**src/rtl/vga_sync_decoder.sv**
```systemverilog
// Recovers pixel coordinates and colour from a sampled VGA stream.
// Coordinates are rebuilt from HS/VS falling edges; pixels are only reported once timing is locked.
module vga_sync_decoder #(
   parameter int unsigned H_VISIBLE = 640,
   parameter int unsigned H_SYNC    = 96,
   parameter int unsigned H_BACK    = 48,
   parameter int unsigned H_TOTAL   = 800,
   parameter int unsigned V_VISIBLE = 480,
   parameter int unsigned V_SYNC    = 2,
   parameter int unsigned V_BACK    = 33,
   parameter int unsigned V_TOTAL   = 525
) (
   input  logic        pixel_clk,
   input  logic        reset,
   input  logic [3:0]  VGA_R,
   input  logic [3:0]  VGA_G,
   input  logic [3:0]  VGA_B,
   input  logic        VGA_HS,
   input  logic        VGA_VS,
   output logic [9:0]  X_pix,
   output logic [9:0]  Y_pix,
   output logic        pix_valid,
   output logic [11:0] pixel_color,
   output logic        locked,
   output logic        frame_start,
   output logic        sync_err
);

   localparam int unsigned H_START = H_SYNC + H_BACK;
   localparam int unsigned H_END   = H_START + H_VISIBLE - 1;
   localparam int unsigned V_START = V_SYNC + V_BACK;
   localparam int unsigned V_END   = V_START + V_VISIBLE - 1;
   localparam logic [9:0]  CNT_MAX = '1;
   localparam logic [9:0]  CNT_PRE = 10'd1022;

   typedef enum logic [1:0] {ST_SEARCH, ST_CHECK, ST_LOCKED} state_t;

   state_t      r_state;
   state_t      w_next;
   logic        w_sync_err;

   logic [3:0]  r_red;
   logic [3:0]  r_grn;
   logic [3:0]  r_blu;
   logic        r_hs;
   logic        r_vs;
   logic        r_hs_d;
   logic        r_vs_d;
   logic        r_edge_en;
   logic [11:0] r_col_d;

   logic [9:0]  r_h_cnt;
   logic [9:0]  r_v_cnt;
   logic        r_vs_pend;

   logic        w_hs_fall;
   logic        w_vs_fall;
   logic        w_consume;
   logic        w_line_err;
   logic        w_frame_err;
   logic        w_err;
   logic        w_in_window;
   logic        w_active;
   logic [9:0]  w_x;
   logic [9:0]  w_y;

   always_ff @(posedge pixel_clk) begin
      if (reset) begin
         r_red     <= '0;
         r_grn     <= '0;
         r_blu     <= '0;
         r_hs      <= 1'b0;
         r_vs      <= 1'b0;
         r_hs_d    <= 1'b0;
         r_vs_d    <= 1'b0;
         r_edge_en <= 1'b0;
      end else begin
         r_red     <= VGA_R;
         r_grn     <= VGA_G;
         r_blu     <= VGA_B;
         r_hs      <= VGA_HS;
         r_vs      <= VGA_VS;
         r_hs_d    <= r_hs;
         r_vs_d    <= r_vs;
         r_edge_en <= 1'b1;
      end
   end

   assign w_hs_fall = r_edge_en & r_hs_d & ~r_hs;
   assign w_vs_fall = r_edge_en & r_vs_d & ~r_vs;
   // A VS fall on the same cycle as an HS fall is consumed immediately.
   assign w_consume = w_hs_fall & (r_vs_pend | w_vs_fall);

   always_ff @(posedge pixel_clk) begin
      if (reset) begin
         r_h_cnt   <= '0;
         r_v_cnt   <= '0;
         r_vs_pend <= 1'b0;
      end else begin
         if (w_hs_fall)
            r_h_cnt <= '0;
         else if (r_h_cnt != CNT_MAX)
            r_h_cnt <= r_h_cnt + 10'd1;

         if (w_consume) begin
            r_v_cnt   <= '0;
            r_vs_pend <= 1'b0;
         end else begin
            if (w_hs_fall && r_v_cnt != CNT_MAX)
               r_v_cnt <= r_v_cnt + 10'd1;
            if (w_vs_fall)
               r_vs_pend <= 1'b1;
         end
      end
   end

   assign w_line_err  = (w_hs_fall && (32'(r_h_cnt) + 32'd1 != H_TOTAL)) ||
                        (!w_hs_fall && r_h_cnt == CNT_PRE);
   assign w_frame_err = (w_consume && (32'(r_v_cnt) + 32'd1 != V_TOTAL)) ||
                        (w_hs_fall && !w_consume && r_v_cnt == CNT_PRE);
   assign w_err       = w_line_err | w_frame_err;

   always_ff @(posedge pixel_clk) begin
      if (reset)
         r_state <= ST_SEARCH;
      else
         r_state <= w_next;
   end

   always_comb begin
      w_next     = r_state;
      w_sync_err = 1'b0;
      case (r_state)
         ST_SEARCH: begin
            if (w_consume)
               w_next = ST_CHECK;
         end
         ST_CHECK: begin
            if (w_err)
               w_next = ST_SEARCH;
            else if (w_consume)
               w_next = ST_LOCKED;
         end
         ST_LOCKED: begin
            if (w_err) begin
               w_next     = ST_SEARCH;
               w_sync_err = 1'b1;
            end
         end
         default: w_next = ST_SEARCH;
      endcase
   end

   // Counters hold the position of the sample now in r_col_d, giving two-cycle colour latency.
   assign w_in_window = (32'(r_h_cnt) >= H_START) && (32'(r_h_cnt) <= H_END) &&
                        (32'(r_v_cnt) >= V_START) && (32'(r_v_cnt) <= V_END);
   assign w_active    = w_in_window && (r_state == ST_LOCKED);
   assign w_x         = r_h_cnt - 10'(H_START);
   assign w_y         = r_v_cnt - 10'(V_START);

   always_ff @(posedge pixel_clk) begin
      if (reset) begin
         r_col_d     <= '0;
         X_pix       <= '0;
         Y_pix       <= '0;
         pix_valid   <= 1'b0;
         pixel_color <= '0;
         locked      <= 1'b0;
         frame_start <= 1'b0;
         sync_err    <= 1'b0;
      end else begin
         r_col_d     <= {r_blu, r_grn, r_red};
         X_pix       <= w_active ? w_x : '0;
         Y_pix       <= w_active ? w_y : '0;
         pix_valid   <= w_active;
         pixel_color <= w_active ? r_col_d : '0;
         locked      <= (w_next == ST_LOCKED);
         frame_start <= w_active && (w_x == '0) && (w_y == '0);
         sync_err    <= w_sync_err;
      end
   end

endmodule

```
**config.mk**
```make
export PLATFORM = sky130hd
export DESIGN_NAME = vga_sync_decoder
export DESIGN_NICKNAME = d
export VERILOG_FILES = /design/src/rtl/vga_sync_decoder.sv
export SDC_FILE = /design/constraint.sdc
export NUM_CORES = 1
export LEC_CHECK = 0
export CORE_UTILIZATION = 58
export DETAILED_ROUTE_END_ITERATION = 16
export GPL_TIMING_DRIVEN = 0
export PLACE_DENSITY = 0.84
export SKIP_CTS_REPAIR_TIMING = 1
export SYNTH_ARGS = -nofsm -noshare
export SYNTH_HDL_FRONTEND = slang
export SYNTH_SLANG_ARGS = --single-unit
export TNS_END_PERCENT = 30
```
**constraint.sdc**
```tcl
create_clock -name pixel_clk -period 3.2 [get_ports pixel_clk]
set_input_delay 0.64 -clock pixel_clk [delete_from_list [all_inputs] [get_ports pixel_clk]]
set_output_delay 0.64 -clock pixel_clk [all_outputs]
set_load 0.02 [all_outputs]
```
# Word level (Yosys, flattened, before mapping)
# Cells that the tools add are included.
# classes
n_addsub,6
order_cmp,4
n_eq_ne,9
muxes,7
bitwise,11
reduce_logical,23
# ops
operator,n
"10-bit by 1-bit adder with 11-bit output, second input constant",2
"11-bit by 10-bit != test with 1-bit output, second input constant",2
"10-bit by 1-bit adder with 10-bit output, second input constant",2
"10-bit equality test, second input constant",2
"10-bit <= comparator, second input constant",2
10-bit zero test,2
"10-bit != test, second input constant",2
1-bit logical AND,12
"10-bit by 6-bit greater-or-equal comparator with 1-bit output, second input constant",1
"10-bit by 8-bit greater-or-equal comparator with 1-bit output, second input constant",1
"10-bit by 6-bit subtractor with 10-bit output, second input constant",1
"10-bit by 8-bit subtractor with 10-bit output, second input constant",1
2-bit 2-to-1 mux,4
2-bit OR reduction,4
2-bit one-hot mux with 3 select lines,1
1-bit bitwise AND,5
"2-bit equality test, second input constant",2
1-bit inverter,4
"2-bit by 1-bit equality test with 1-bit output, second input constant",1
1-bit zero test,2
2-bit zero test,1
1-bit logical OR,2
1-bit 2-to-1 mux,2
1-bit bitwise OR,2
# word_totals
ff_bits,88
inputBits,16
wordCells,80

# Depth between registers and ports, before layout
# logic_depth
depth_word,12
depth_mapped,10
ltp_nobuf,8

# Least setup slack after synthesis
# Ideal clock, no wire load.
# synth_path
path_kind,reg2reg
start,reg r_v_cnt[0]
end,reg sync_err
setup_ps,116
arrival_time_ps,1955
t_required_ps,3084
path_slack_ps,1128
stages_incl_launch_ff,7
path_buffers,0
period_less_slack_ps,2072
cell_sequence,dfxtp_1 -> inv_1 -> ha_1 -> and3_1 -> a311o_1 -> or4_4 -> a31o_2
# synth_between
elab_chain_cells,6
elab_cells_between_ends,8
cone_classes,add/sub (1); eq/ne (2); mux (1); bitwise (1); reduce/logical (3)
# synth_lines
element,line,rtl
from (decl),53,logic [9:0] r_v_cnt;
from (signal assigned),110,r_v_cnt <= r_v_cnt + 10'd1;
10-bit by 1-bit adder with 11-bit output,119,assign w_frame_err = (w_consume && (32'(r_v_cnt) + 32'd1 != V_TOTAL)) ||
11-bit by 10-bit != test with 1-bit output,119,
1-bit logical AND,119,
1-bit logical OR (*),119,
1-bit bitwise OR (*),121,assign w_err = w_line_err | w_frame_err;
1-bit 2-to-1 mux (*),145,if (w_err) begin
to (signal assigned),179,sync_err <= w_sync_err;
to (decl),26,output logic sync_err
# Every way passes the cells marked *; elsewhere a longest branch is shown, timed or not.
# A chain may end at the register's enable or synchronous reset.

# Worst setup path in the final report
# layout_path
start,reg r_h_cnt[4]
end,reg X_pix[2]
# layout_between
elab_chain_cells,7
elab_cells_between_ends,8
cone_classes,order compare (2); bitwise (1); reduce/logical (5)
# layout_lines
element,line,rtl
from (decl),52,logic [9:0] r_h_cnt;
from (signal assigned),103,r_h_cnt <= r_h_cnt + 10'd1;
10-bit by 8-bit greater-or-equal comparator with 1-bit output or 10-bit <= comparator (tied branches),155,assign w_in_window = (32'(r_h_cnt) >= H_START) && (32'(r_h_cnt) <= H_END) &&
1-bit logical AND (*) (2 in a row),155,
1-bit logical AND (*),156,(32'(r_v_cnt) >= V_START) && (32'(r_v_cnt) <= V_END);
1-bit logical AND (*),157,assign w_active = w_in_window && (r_state == ST_LOCKED);
1-bit inverter (no source line) (*),n/a,
2-bit OR reduction (no source line) (*),n/a,
to (signal assigned),173,X_pix <= w_active ? w_x : '0;
to (decl),20,"output logic [9:0] X_pix,"
# Marks and branches as above.

==> reports/metrics.cfg <==
[cells_and_area]
nets = 473
mostFrequentLayoutCells = 88 x dfxtp_1, 51 x clkdlybuf4s50_1, 49 x nor2_1, 31 x nor2b_1, 20 x xnor2_1
nFillCells = 427
diodes = 0
area_delta_synth_final_pct = 22.2
multi_input_area_um2 = 1680
final_common_cell = dfxtp_1
layout-drive-gt1-share_pct = 9.13
register_area_um2 = 1760
final_util_pct = 73.9

[timing]
grt_setup_unrepaired = no
worst-slew-pin-transition_ns = 0.804
fmax_mhz = 411
hold_viol_final = 0
final_max_slew_viol_count = 0
fin_tns_setup_ns = 0
timing.slew.headroom_pct = 46.1
fin_crit_sh_pct = 76.0
fin_skew_ns = 0.00996
fin_crit_ns = 2.43
setup_viol = 0

[grt]
grt.total_usage_pct = 24.4
grt_first_pass_wirelength_um = 12000
overflow = 0
grt_max_degree = 19
antenna_found_initial = 0
grt_pass1_vias = 2599

[run]
cap_violations = 0

[floorplanning]
die_y_um = 80.8
ios = 52
dieArea_um2 = 6530
rows = 28
start_util_pct = 60.5
coreArea_um2 = 5960
die_x_um = 80.8

[detailed_routing]
drt_iter0_markers = 240
drc = 0
post_drt_wl_per_cell_um = 13.8
ant_nets = 0
vias = 2841
dr.pass1.iters = 5
wl_um = 7220
post_drt_via_cell_ratio = 5.42

[place]
gp_congestion = 0.863
dp_hpwl_um = 5120
io_buffers = 51

[pwr]
p_leak_nw = 1.70
power_density_nw_per_um2 = 441
worst_ir_drop_vdd_uv = 350

[synthesis]
mappedNetlistArea_um2 = 3600
synth_xor_area_share_pct = 6.08
synth_area_leaders = dfxtp_1 49%, nor2b_1 5.4%, nor2_1 5.1%, xnor2_1 4.9%, ha_1 4.5%
synth.distinct_cells = 56
synth_ff_type = dfxtp_1
ys_seq_area_share_pct = 48.9
synthCells = 382
synth.top_cell.area_share_pct = 48.9
synth_compound_area_share_pct = 8.54
synthArstFlopShare_pct = 0
synth-seq-cells = 88
synthAdderAreaFrac_pct = 4.52
synth_top_family_by_area = simple AND/OR/NAND/NOR gates
ys_warn_count = 0
synth_top_cell_by_area = dfxtp_1
synth_edf_count = 0
muxShareOfSynthArea_pct = 0.278
syn_nets = 411
synth.avg_cell_area_um2 = 9.43
synth-simple-area-share_pct = 27.3

[clocking]
clk_pin_slew_ns = 0.10
root_buffer = clkbuf_8
cts_sinks = 88
clk_latency_ns = 0.37
cts_tree = done
cts_buffer_depth = 2
cts_buffers = 9
htreeDepth = 3

[setup_path]
r2r_cells = 9
crit_end = X_pix[2]
critPathMaxFanout = 10
worst_ep_required_time_ns = 3.52
r2r_slack_ns = 0.77
critPathArrivalTime_ns = 2.75
critPathKind = flip-flop to flip-flop
r2r-start = r_h_cnt[4]
end_kind = flip-flop
crit_start = r_h_cnt[4]
r2r_end = X_pix[2]
cp-start-kind = flip-flop

[hold_path]
hold_class = flip-flop to flip-flop
whs_path_depth = 1

[status]
outcome = finished clean

-- layout make-up --
class / count / share of cell area, %
Clock inverter: 7 / 1.65
Timing Repair Buffer: 51 / 11.6
Clock buffer: 9 / 2.81
Tap cell: 75 / 2.13
Buffer: 24 / 2.47
Sequential cell: 88 / 40.0
Inverter: 12 / 1.08
Multi-Input combinational cell: 258 / 38.2
-- metal layers --
| metal | up-vias | global-route usage (%) | part of all wire, % |
|---|---|---|---|
| met3 | 16 | 5.73 | 4.5 |
| met1 | 1313 | 30.0 | 43 |
| li1 | 1407 | - | - |
| met4 | 0 | 12.1 | 2.0 |
| met2 | 105 | 39.9 | 50 |
| met5 | - | 0 | 0 |
-- power by group --
part,switching [W],internal (W),total (W)
sequential,0.0000114,0.00112,0.00113
combinational,0.0000334,0.0000378,0.0000712
clock,0.000439,0.000306,0.000745
total,0.000484,0.00146,0.00194
-- state kept, by name, indices dropped and copies added (netlist names) --
name	count
X_pix	10
Y_pix	10
frame_start	1
locked	1
pix_valid	1
pixel_color	12
r_blu	4
r_col_d	12
r_edge_en	1
r_grn	4
r_h_cnt	10
r_hs	1
r_hs_d	1
r_red	4
r_state	2
r_v_cnt	10
r_vs	1
r_vs_d	1
r_vs_pend	1
sync_err	1
-- worst min path at each step --
stage,from,endpoint
after global placement,r_col_d[4],pixel_color[4]
final,r_red[0],r_col_d[0]
after global routing,r_col_d[4],pixel_color[4]
after detailed placement,r_col_d[1],pixel_color[1]
after CTS,r_grn[0],r_col_d[4]
after floorplan,r_col_d[0],pixel_color[0]
-- critical path, cell delays in order, from the launching register on --
cell      delay (ns)
dfxtp_1         0.35
clkbuf_1        0.22
inv_1           0.15
ha_1            0.17
a41oi_1         0.15
o311ai_0        0.56
nand4_4         0.31
inv_4           0.18
buf_6           0.15
and2_4          0.14
-- kinds of logic (layout without fill, tap and decap cells) --
logic type | count (synthesis) | after routing
and+or+nand+nor | 175 | 175
DFF | 88 | 88
AOI/OAI and AO/OA | 44 | 44
buffers and inverters | 36 | 103
xor gates and xnor gates | 25 | 25
adders and majority gates | 13 | 13
muxes | 1 | 1
-- synth_stat cells (6+ instances only) --
| master | number |
|---|---|
| dfxtp_1 | 88 |
| nor2_1 | 49 |
| nor2b_1 | 31 |
| xnor2_1 | 20 |
| nand2_1 | 16 |
| clkbuf_1 | 14 |
| nand3_1 | 14 |
| a21oi_1 | 13 |
| ha_1 | 13 |
| inv_1 | 11 |
| and2_1 | 8 |
| and2_4 | 8 |
| nor3_1 | 8 |
| nor4_1 | 7 |
| buf_2 | 6 |
| or3_1 | 6 |
-- stage by stage --
step	power, W	worst slack, ns	hold WS (ns)	area, µm²	cells
after floorplan	0.00119	1.13	0.406	3600	382
after global placement	0.00122	0.792	0.409	4210	508
after detailed placement	0.00122	0.750	0.427	4210	508
after CTS	0.00196	0.748	0.451	4400	524
after global routing	0.00202	0.595	0.462	4400	524
final	0.00194	0.769	0.444	4400	524
Power figures use the tool's default switching activity.
